==> config.mk <==
export PLATFORM = sky130hd
export DESIGN_NAME = seq_shifter
export DESIGN_NICKNAME = d
export VERILOG_FILES = /design/src/rtl/seq_shifter.sv
export SDC_FILE = /design/constraint.sdc
export NUM_CORES = 1
export LEC_CHECK = 0
export BUFFER_PORTS_ARGS = -buffer_cell sky130_fd_sc_hd__buf_2
export CORE_UTILIZATION = 59
export CTS_BUF_LIST = sky130_fd_sc_hd__clkbuf_2 sky130_fd_sc_hd__clkbuf_4 sky130_fd_sc_hd__clkbuf_8
export CTS_CLUSTER_DIAMETER = 100
export DETAILED_ROUTE_END_ITERATION = 8
export GPL_TIMING_DRIVEN = 1
export PLACE_DENSITY_LB_ADDON = 0.25
export SLEW_MARGIN = 10
export SYNTH_ARGS = -nofsm -noshare
export SYNTH_HDL_FRONTEND = slang
export SYNTH_SLANG_ARGS = --single-unit
export TNS_END_PERCENT = 20
==> constraint.sdc <==
create_clock -name clk -period 4.7 [get_ports clk]
set_input_delay 0.47 -clock clk [delete_from_list [all_inputs] [get_ports clk]]
set_output_delay 0.47 -clock clk [all_outputs]
set_load 0.005 [all_outputs]
==> src/rtl/seq_shifter.sv <==
// seq_shifter: multi-cycle SLL/SRL/SRA/LUI shifter, at most STEP bits per clock,
// with a start/ready/valid handshake. Define SEQ_SHIFTER_ROTATE_EN to turn
// mode 3'b100 into rotate-right; otherwise that mode is a passthrough.
module seq_shifter #(
    parameter int unsigned WIDTH   = 32,
    parameter int unsigned STEP    = 4,
    parameter int unsigned SHAMT_W = $clog2(WIDTH)
) (
    input  logic               clk,
    input  logic               rst_n,
    input  logic               start_i,
    input  logic               flush_i,
    input  logic [WIDTH-1:0]   a_i,
    input  logic [SHAMT_W-1:0] shamt_i,
    input  logic [2:0]         mode_i,
    output logic               ready_o,
    output logic               busy_o,
    output logic               valid_o,
    output logic [WIDTH-1:0]   result_o
);

    typedef enum logic [1:0] {S_IDLE, S_SHIFT, S_DONE} state_e;
    typedef enum logic [1:0] {OP_SLL, OP_SRL, OP_SRA, OP_ROR} op_e;

    localparam logic [SHAMT_W-1:0] STEP_C = SHAMT_W'(STEP);
    localparam logic [SHAMT_W-1:0] HALF_C = SHAMT_W'(WIDTH / 2);

    state_e               state_q, state_d;
    op_e                  op_q, op_d;
    logic                 sign_q, sign_d;
    logic [SHAMT_W-1:0]   rem_q, rem_d;
    logic [WIDTH-1:0]     result_q, result_d;
    logic [SHAMT_W-1:0]   k;
    logic [WIDTH-1:0]     shifted;
    logic [WIDTH-1:0]     ones;
`ifdef SEQ_SHIFTER_ROTATE_EN
    logic [SHAMT_W:0]     wrap_amt;
`endif

    // State and datapath registers
    always_ff @(posedge clk or negedge rst_n) begin
        if (!rst_n) begin
            state_q  <= S_IDLE;
            op_q     <= OP_SLL;
            sign_q   <= 1'b0;
            rem_q    <= '0;
            result_q <= '0;
        end else begin
            state_q  <= state_d;
            op_q     <= op_d;
            sign_q   <= sign_d;
            rem_q    <= rem_d;
            result_q <= result_d;
        end
    end

    // One step of the latched operation by k = min(STEP, rem) bits
    always_comb begin
        ones    = '1;
        k       = (rem_q > STEP_C) ? STEP_C : rem_q;
        shifted = result_q;
`ifdef SEQ_SHIFTER_ROTATE_EN
        wrap_amt = (SHAMT_W + 1)'(WIDTH) - {1'b0, k};
`endif
        case (op_q)
            OP_SLL:  shifted = result_q << k;
            OP_SRL:  shifted = result_q >> k;
            OP_SRA:  shifted = (result_q >> k) | (sign_q ? ~(ones >> k) : '0);
`ifdef SEQ_SHIFTER_ROTATE_EN
            OP_ROR:  shifted = (result_q >> k) | (result_q << wrap_amt);
`endif
            default: shifted = result_q;
        endcase
    end

    // Next-state and register-update decode
    always_comb begin
        state_d  = state_q;
        op_d     = op_q;
        sign_d   = sign_q;
        rem_d    = rem_q;
        result_d = result_q;
        case (state_q)
            S_IDLE: begin
                if (start_i && !flush_i) begin
                    result_d = a_i;
                    sign_d   = a_i[WIDTH-1];
                    rem_d    = shamt_i;
                    op_d     = OP_SLL;
                    // LUI is a fixed half-width SLL; passthrough modes need no steps
                    case (mode_i)
                        3'b000:  op_d = OP_SLL;
                        3'b001:  op_d = OP_SRL;
                        3'b010:  op_d = OP_SRA;
                        3'b011:  rem_d = HALF_C;
`ifdef SEQ_SHIFTER_ROTATE_EN
                        3'b100:  op_d = OP_ROR;
`endif
                        default: rem_d = '0;
                    endcase
                    state_d = (rem_d == '0) ? S_DONE : S_SHIFT;
                end
            end
            S_SHIFT: begin
                if (flush_i) begin
                    state_d = S_IDLE;
                end else begin
                    result_d = shifted;
                    rem_d    = rem_q - k;
                    if (rem_d == '0) state_d = S_DONE;
                end
            end
            S_DONE:  state_d = S_IDLE;
            default: state_d = S_IDLE;
        endcase
    end

    assign ready_o  = (state_q == S_IDLE);
    assign busy_o   = (state_q == S_SHIFT) || (state_q == S_DONE);
    assign valid_o  = (state_q == S_DONE);
    assign result_o = result_q;

endmodule

# Word-level counts from Yosys, hierarchy flattened
# Index checks and enable logic that the tools add are counted.
# op_classes
n_lt_le_gt_ge	1
eq_ne	11
add_sub_neg	1
n_div	0
multipliers	0
n_reduce_logical	14
bitwise	2
n_shift	3
n_mux	18
# ops
cell	count
two-way mux 32 bit	3
one-hot mux 32 bit (3 select lines)	1
one-hot mux 32 bit (2 select lines)	1
inverter 32 bit	1
OR 32 bit	1
left shift 32 x 5 -> 32 bit	1
>> shifter 32 x 5 -> 32 bit	1
>> shifter 32 x 5 -> 32 bit, first input constant	1
two-way mux 5 bit	5
one-hot mux 5 bit (2 select lines)	2
zero test 5 bit	2
two-way mux 2 bit	4
one-hot mux 2 bit (2 select lines)	2
== test 3 x 2 -> 1 bit, second input constant	2
> comparator 5 x 3 -> 1 bit, second input constant	1
subtractor 5 bit	1
== test 2 x 1 -> 1 bit, second input constant	2
== test 2 bit, second input constant	2
zero test 2 bit	2
inequality test 4 x 1 -> 1 bit, second input constant	1
AND reduction 2 bit	2
AND reduction 4 bit	1
== test 3 x 1 -> 1 bit, second input constant	1
zero test 3 bit	1
9 further kinds	9
# totals
reg_bits	42
output_inout_bits	35
mem_count	0
rom_bits	0
mem_bits_rw	0
latchBits	0
elab_cells	55

# Depth between registers and ports, before layout
# logic_depth
depth_word	9
ltp_mapped	11
ltp_nobuf	8

# Worst setup path before layout
# OpenSTA, ideal clock, no wires.
# synth_timing
kind	register to register
from	register rem_q[1]
to	register state_q[1]
required_time_ns	4.606
t_arrival_ns	2.635
path_stages_with_launch	12
synth_period_minus_slack_ns	2.729
path_slack_ns	1.971
cell_sequence	dfrtp_1 -> buf_2 -> buf_2 -> buf_1 -> clkbuf_1 -> nand2_1 -> ha_1 -> nor2_1 -> mux2i_1 -> o41ai_1 -> a31oi_1 -> a211oi_1
# synth_between
elab_chain_len	6
# synth_lines
element	line_no	rtl
start, declared	31	logic [SHAMT_W-1:0] rem_q, rem_d;
start signal, assigned	52	rem_q <= rem_d;
> comparator 5 x 3 -> 1 bit	60	k = (rem_q > STEP_C) ? STEP_C : rem_q;
two-way mux 5 bit	60	
subtractor 5 bit *	109	rem_d = rem_q - k;
zero test 5 bit *	110	if (rem_d == '0) state_d = S_DONE;
inequality test 3 bit (no source line) *	n/a	
AND reduction 2 bit (no source line) *	n/a	
end signal, assigned	49	state_q <= state_d;
end, declared	28	state_e state_q, state_d;
# Mark *: on every way between the ends. The rest lies on a longest branch, timed or not.
# A chain may end at the register's enable or synchronous reset.

# Worst setup path after layout
# layout_timing
from	register op_q[1]
to	register result_q[27] (netlist: result_o[27])
# layout_between
elab_chain_len	4
# layout_lines
element	line_no	rtl
start, declared	29	op_e op_q, op_d;
start signal, assigned	50	op_q <= op_d;
== test 2 bit (tied with other cells)	65	case (op_q)
one-hot mux 32 bit (3 select lines)	65	
two-way mux 32 bit	105	if (flush_i) begin
one-hot mux 32 bit (2 select lines)	83	case (state_q)
end signal, assigned	53	result_q <= result_d;
end, declared	32	logic [WIDTH-1:0] result_q, result_d;
# Several ways; a longest one is shown, not always the timed one. The select of a mux whose other input is x is not followed.

==> key figures <==
Status
  – Status: finished clean

STA
  – Max-slew violations: 0
  – RSZ-0062 raised after global routing: false
  – Slew margin rel.: 0.225
  – Fin Setup TNS: 0 ns
  – Final Setup Violations: 0
  – Fin crit share: 0.688
  – Clk_skew: 0.0108 ns
  – Worst hold margin: 0.314 ns
  – Final hold vios: 0
  – Fmax: 309 MHz
  – Setup ws final: 1.47 ns
  – Min Tclk post-route: 3.23 ns
  – Worst Max-Slew Pin Slew: 1.16 ns

Finish
  – Synthesis-to-finish area growth: 8.77%
  – Register area: 0.00105 mm²
  – Post-layout instance area: 0.00480 mm²
  – Fill count: 658
  – Layout cell share with drive strength beyond 1: 0.185
  – Nets: 666
  – Area of the multi-input gates: 0.00303 mm²
  – ANT cells: 0

Synth
  – Syn Area/Cell: 7.48 µm²
  – Synth Net Count: 641
  – Cell variety after synth: 62
  – Syn Inst Count: 590
  – Post-synth EDFFs: 0
  – Syn Std Cell Area: 0.00441 mm²
  – Ys flop type: dfrtp_1
  – Sequential share of the synthesized area: 0.238
  – Asr flop ratio synth: 1.00
  – Yosys warns: 0
  – Synth Register Bits: 42

Worst setup path
  – Crit-path cells: inv_1, ha_1, o21ai_1, nor2_1, o211ai_1, a211oi_1
  – Worst R2R Setup Slack: 1.47 ns
  – Crit-path slowest cell: nor2_1
  – Critical Path End Type: register
  – Crit. Startpoint: op_q[1]$_DFFE_PN0P_
  – Worst r2r src: op_q[1]$_DFFE_PN0P_
  – Max incr delay on CP: 0.89 ns
  – Critical path type: register to register
  – CP Max Fanout: 25
  – R2R depth: 6
  – Critical Path End: result_o[27]$_DFFE_PN0P_
  – R2R Path End: result_o[27]$_DFFE_PN0P_
  – CP arrival: 3.43 ns
  – Crit path required time: 4.90 ns
  – Worst setup SP type: register

GRT
  – Grt ovf: 0
  – Antenna violations before repair: 0
  – Vias in the first global route: 4446
  – First-pass GRT wire length: 22700 µm
  – Pin count of the biggest net entering global routing: 44
  – Total GRT Usage: 0.372

CTS
  – CTS tree: built
  – CTS Buf Count: 5
  – Total clock sinks: 42
  – Maximum root-to-sink buffer count: 2
  – CTS Hold Bufs: 0
  – Post-CTS Repair Setup Buffers: 0
  – Worst-Skew Late Latency: 0.31 ns
  – Root Buffer: clkbuf_8
  – Clock slew at reported path FFs: 0.09 ns
  – H-tree levels: 2
  – Post-cts resize count: 0

Routing
  – Vias per cell: 7.07
  – Antenna Nets Post-Route: 0
  – DR pass1 iterations: 6
  – Initial DRC count: 636
  – Wire length per cell: 20.0 µm
  – DR DRC count: 0
  – Via count: 5056
  – DRT Wirelength: 14300 µm

Power and ir drop
  – Internal: 0.00142 W
  – Net Switching: 0.00169 W
  – Clk network pwr share: 0.085
  – Sequential power share: 0.322
  – Power share of the combinational group: 0.593
  – Maximum VDD drop: 0.000359 V
  – Sw Ratio: 0.543
  – Pleak: 1.98 nW
  – Pwr dens: 647 mW/mm²

Placement
  – Port bufs: 78
  – Post-DP Area: 0.00470 mm²
  – Post-Place Setup Slack: 1.69 ns
  – Placer Congestion: 0.932
  – Post-DP HPWL: 9420 µm

Die
  – Die X: 88.5 µm
  – Die area: 0.00783 mm²
  – # rows: 31
  – Initial core utilization: 0.608
  – Io pins: 79
  – Core area: 0.00725 mm²
  – Die Height: 88.5 µm

Min path
  – Worst Hold Class: input port to asynchronous set/reset pin

Run
  – Max Cap Violations: 0
## per-layer routing
metal,wire (µm),up-vias,track usage
met1,5970,2357,0.524
met3,1500,60,0.0541
met5,0,-,0
met4,449,0,0.155
li1,-,2250,-
met2,6390,389,0.569
## cell type report
cell class,instances,share of cell area
tap,99,0.0258
multi-input combinational,469,0.631
inverter,9,0.00704
sequential,42,0.219
timing repair buffer,88,0.0970
clock inverter,1,0.00104
clock buffer,7,0.0188
## critical path, delay by kind of cell (launching register included)
| family | cells | cell delay (ns) |
|---|---|---|
| DFF | 1 | 0.39 |
| and+or+nand+nor | 1 | 0.89 |
| AOI/OAI and AO/OA | 3 | 0.95 |
| buffers and inverters | 1 | 0.08 |
| adders and majority gates | 1 | 0.83 |
## layout by cell type (no fill, tap or decap), types with 4 or more instances in the layout
cell,n
buf_4,10
nand2b_1,6
o22ai_1,4
dfrtp_1,42
o21ai_0,43
a2bb2oi_1,5
or3_1,16
nor2b_1,5
mux2i_1,43
nor2_1,52
o221ai_1,5
a311oi_1,4
mux4_2,5
a211oi_1,18
nand2_1,77
clkbuf_8,6
mux2_2,5
nand3_1,18
o21bai_1,4
a221oi_1,18
o211ai_1,9
ha_1,7
nor3_1,20
a31oi_1,16
inv_1,9
a21oi_1,38
buf_2,78
## worst min path at each step
| stage | endpoint | start | cells after the start |
|---|---|---|---|
| 6_report | result_o[4]$_DFFE_PN0P_ | rst_n | 1 |
| 5_1_grt | op_q[1]$_DFFE_PN0P_ | mode_i[0] | 2 |
| 4_1_cts | result_o[4]$_DFFE_PN0P_ | rst_n | 1 |
| 3_5_place_dp | op_q[0]$_DFFE_PN0P_ | op_q[0]$_DFFE_PN0P_ | 2 |
| 3_3_place_gp | op_q[0]$_DFFE_PN0P_ | op_q[0]$_DFFE_PN0P_ | 2 |
| 2_1_floorplan | op_q[0]$_DFFE_PN0P_ | rst_n | 0 |
## synthesized netlist by cell type, drive strengths merged (2+ instances only)
master	instances	share of area
ha	7	0.020
nor2b	5	0.0071
a21oi	39	0.045
a31oi	16	0.023
nand3	18	0.020
o2111ai	2	0.0040
a22oi	2	0.0034
and3	3	0.0043
o22a	2	0.0040
clkbuf	43	0.037
a2bb2oi	5	0.0099
a32oi	2	0.0040
o22ai	4	0.0057
o21bai	4	0.0068
o21ai	45	0.051
a311oi	4	0.0079
nor4b	3	0.011
buf	27	0.033
mux4	5	0.026
nand2b	6	0.0085
nor4	3	0.0043
a221oi	18	0.036
a21boi	2	0.0034
o31a	2	0.0040
nor2	52	0.044
or4b	3	0.0068
a21o	3	0.0051
nor3	21	0.025
nand2	77	0.066
o211ai	9	0.015
o41ai	2	0.0040
or3	16	0.023
mux2	5	0.013
o221ai	5	0.0099
a211oi	18	0.031
inv	9	0.0077
dfrtp	42	0.24
mux2i	43	0.098
a2111oi	4	0.0094
a221o	3	0.0068
## logic make-up after synthesis
logic type | count (synthesis) | share of synthesized area
buf+inv | 79 | 0.0772
flops | 42 | 0.238
mux | 53 | 0.136
fa+ha+maj | 7 | 0.0199
other cells | 1 | 0.000850
simple gates | 210 | 0.225
compound gates | 198 | 0.303
## power by group through the flow
| stage | Combinational, W | Sequential (W) | Clock [W] |
|---|---|---|---|
| after floorplan | 0.00152 | 0.000696 | 0 |
| after global placement | 0.00174 | 0.000960 | 0 |
| after detailed placement | 0.00178 | 0.000977 | 0 |
| after CTS | 0.00179 | 0.000968 | 0.000267 |
| after global routing | 0.00201 | 0.00103 | 0.000282 |
| final | 0.00184 | 0.000999 | 0.000263 |
## registers in the layout (all words and copies together) (netlist names)
name and cells:
sign_q 1, state_q 2, rem_q 5, op_q 2
result_o 32
## stage by stage
step                      total power, W   util  instances
after floorplan                  0.00222      -        590
after global placement           0.00270  0.648        707
after detailed placement         0.00276  0.648        707
after CTS                        0.00303  0.661        715
after global routing             0.00332  0.661        715
final                            0.00310  0.661        715
Power figures use the tool's default switching activity.
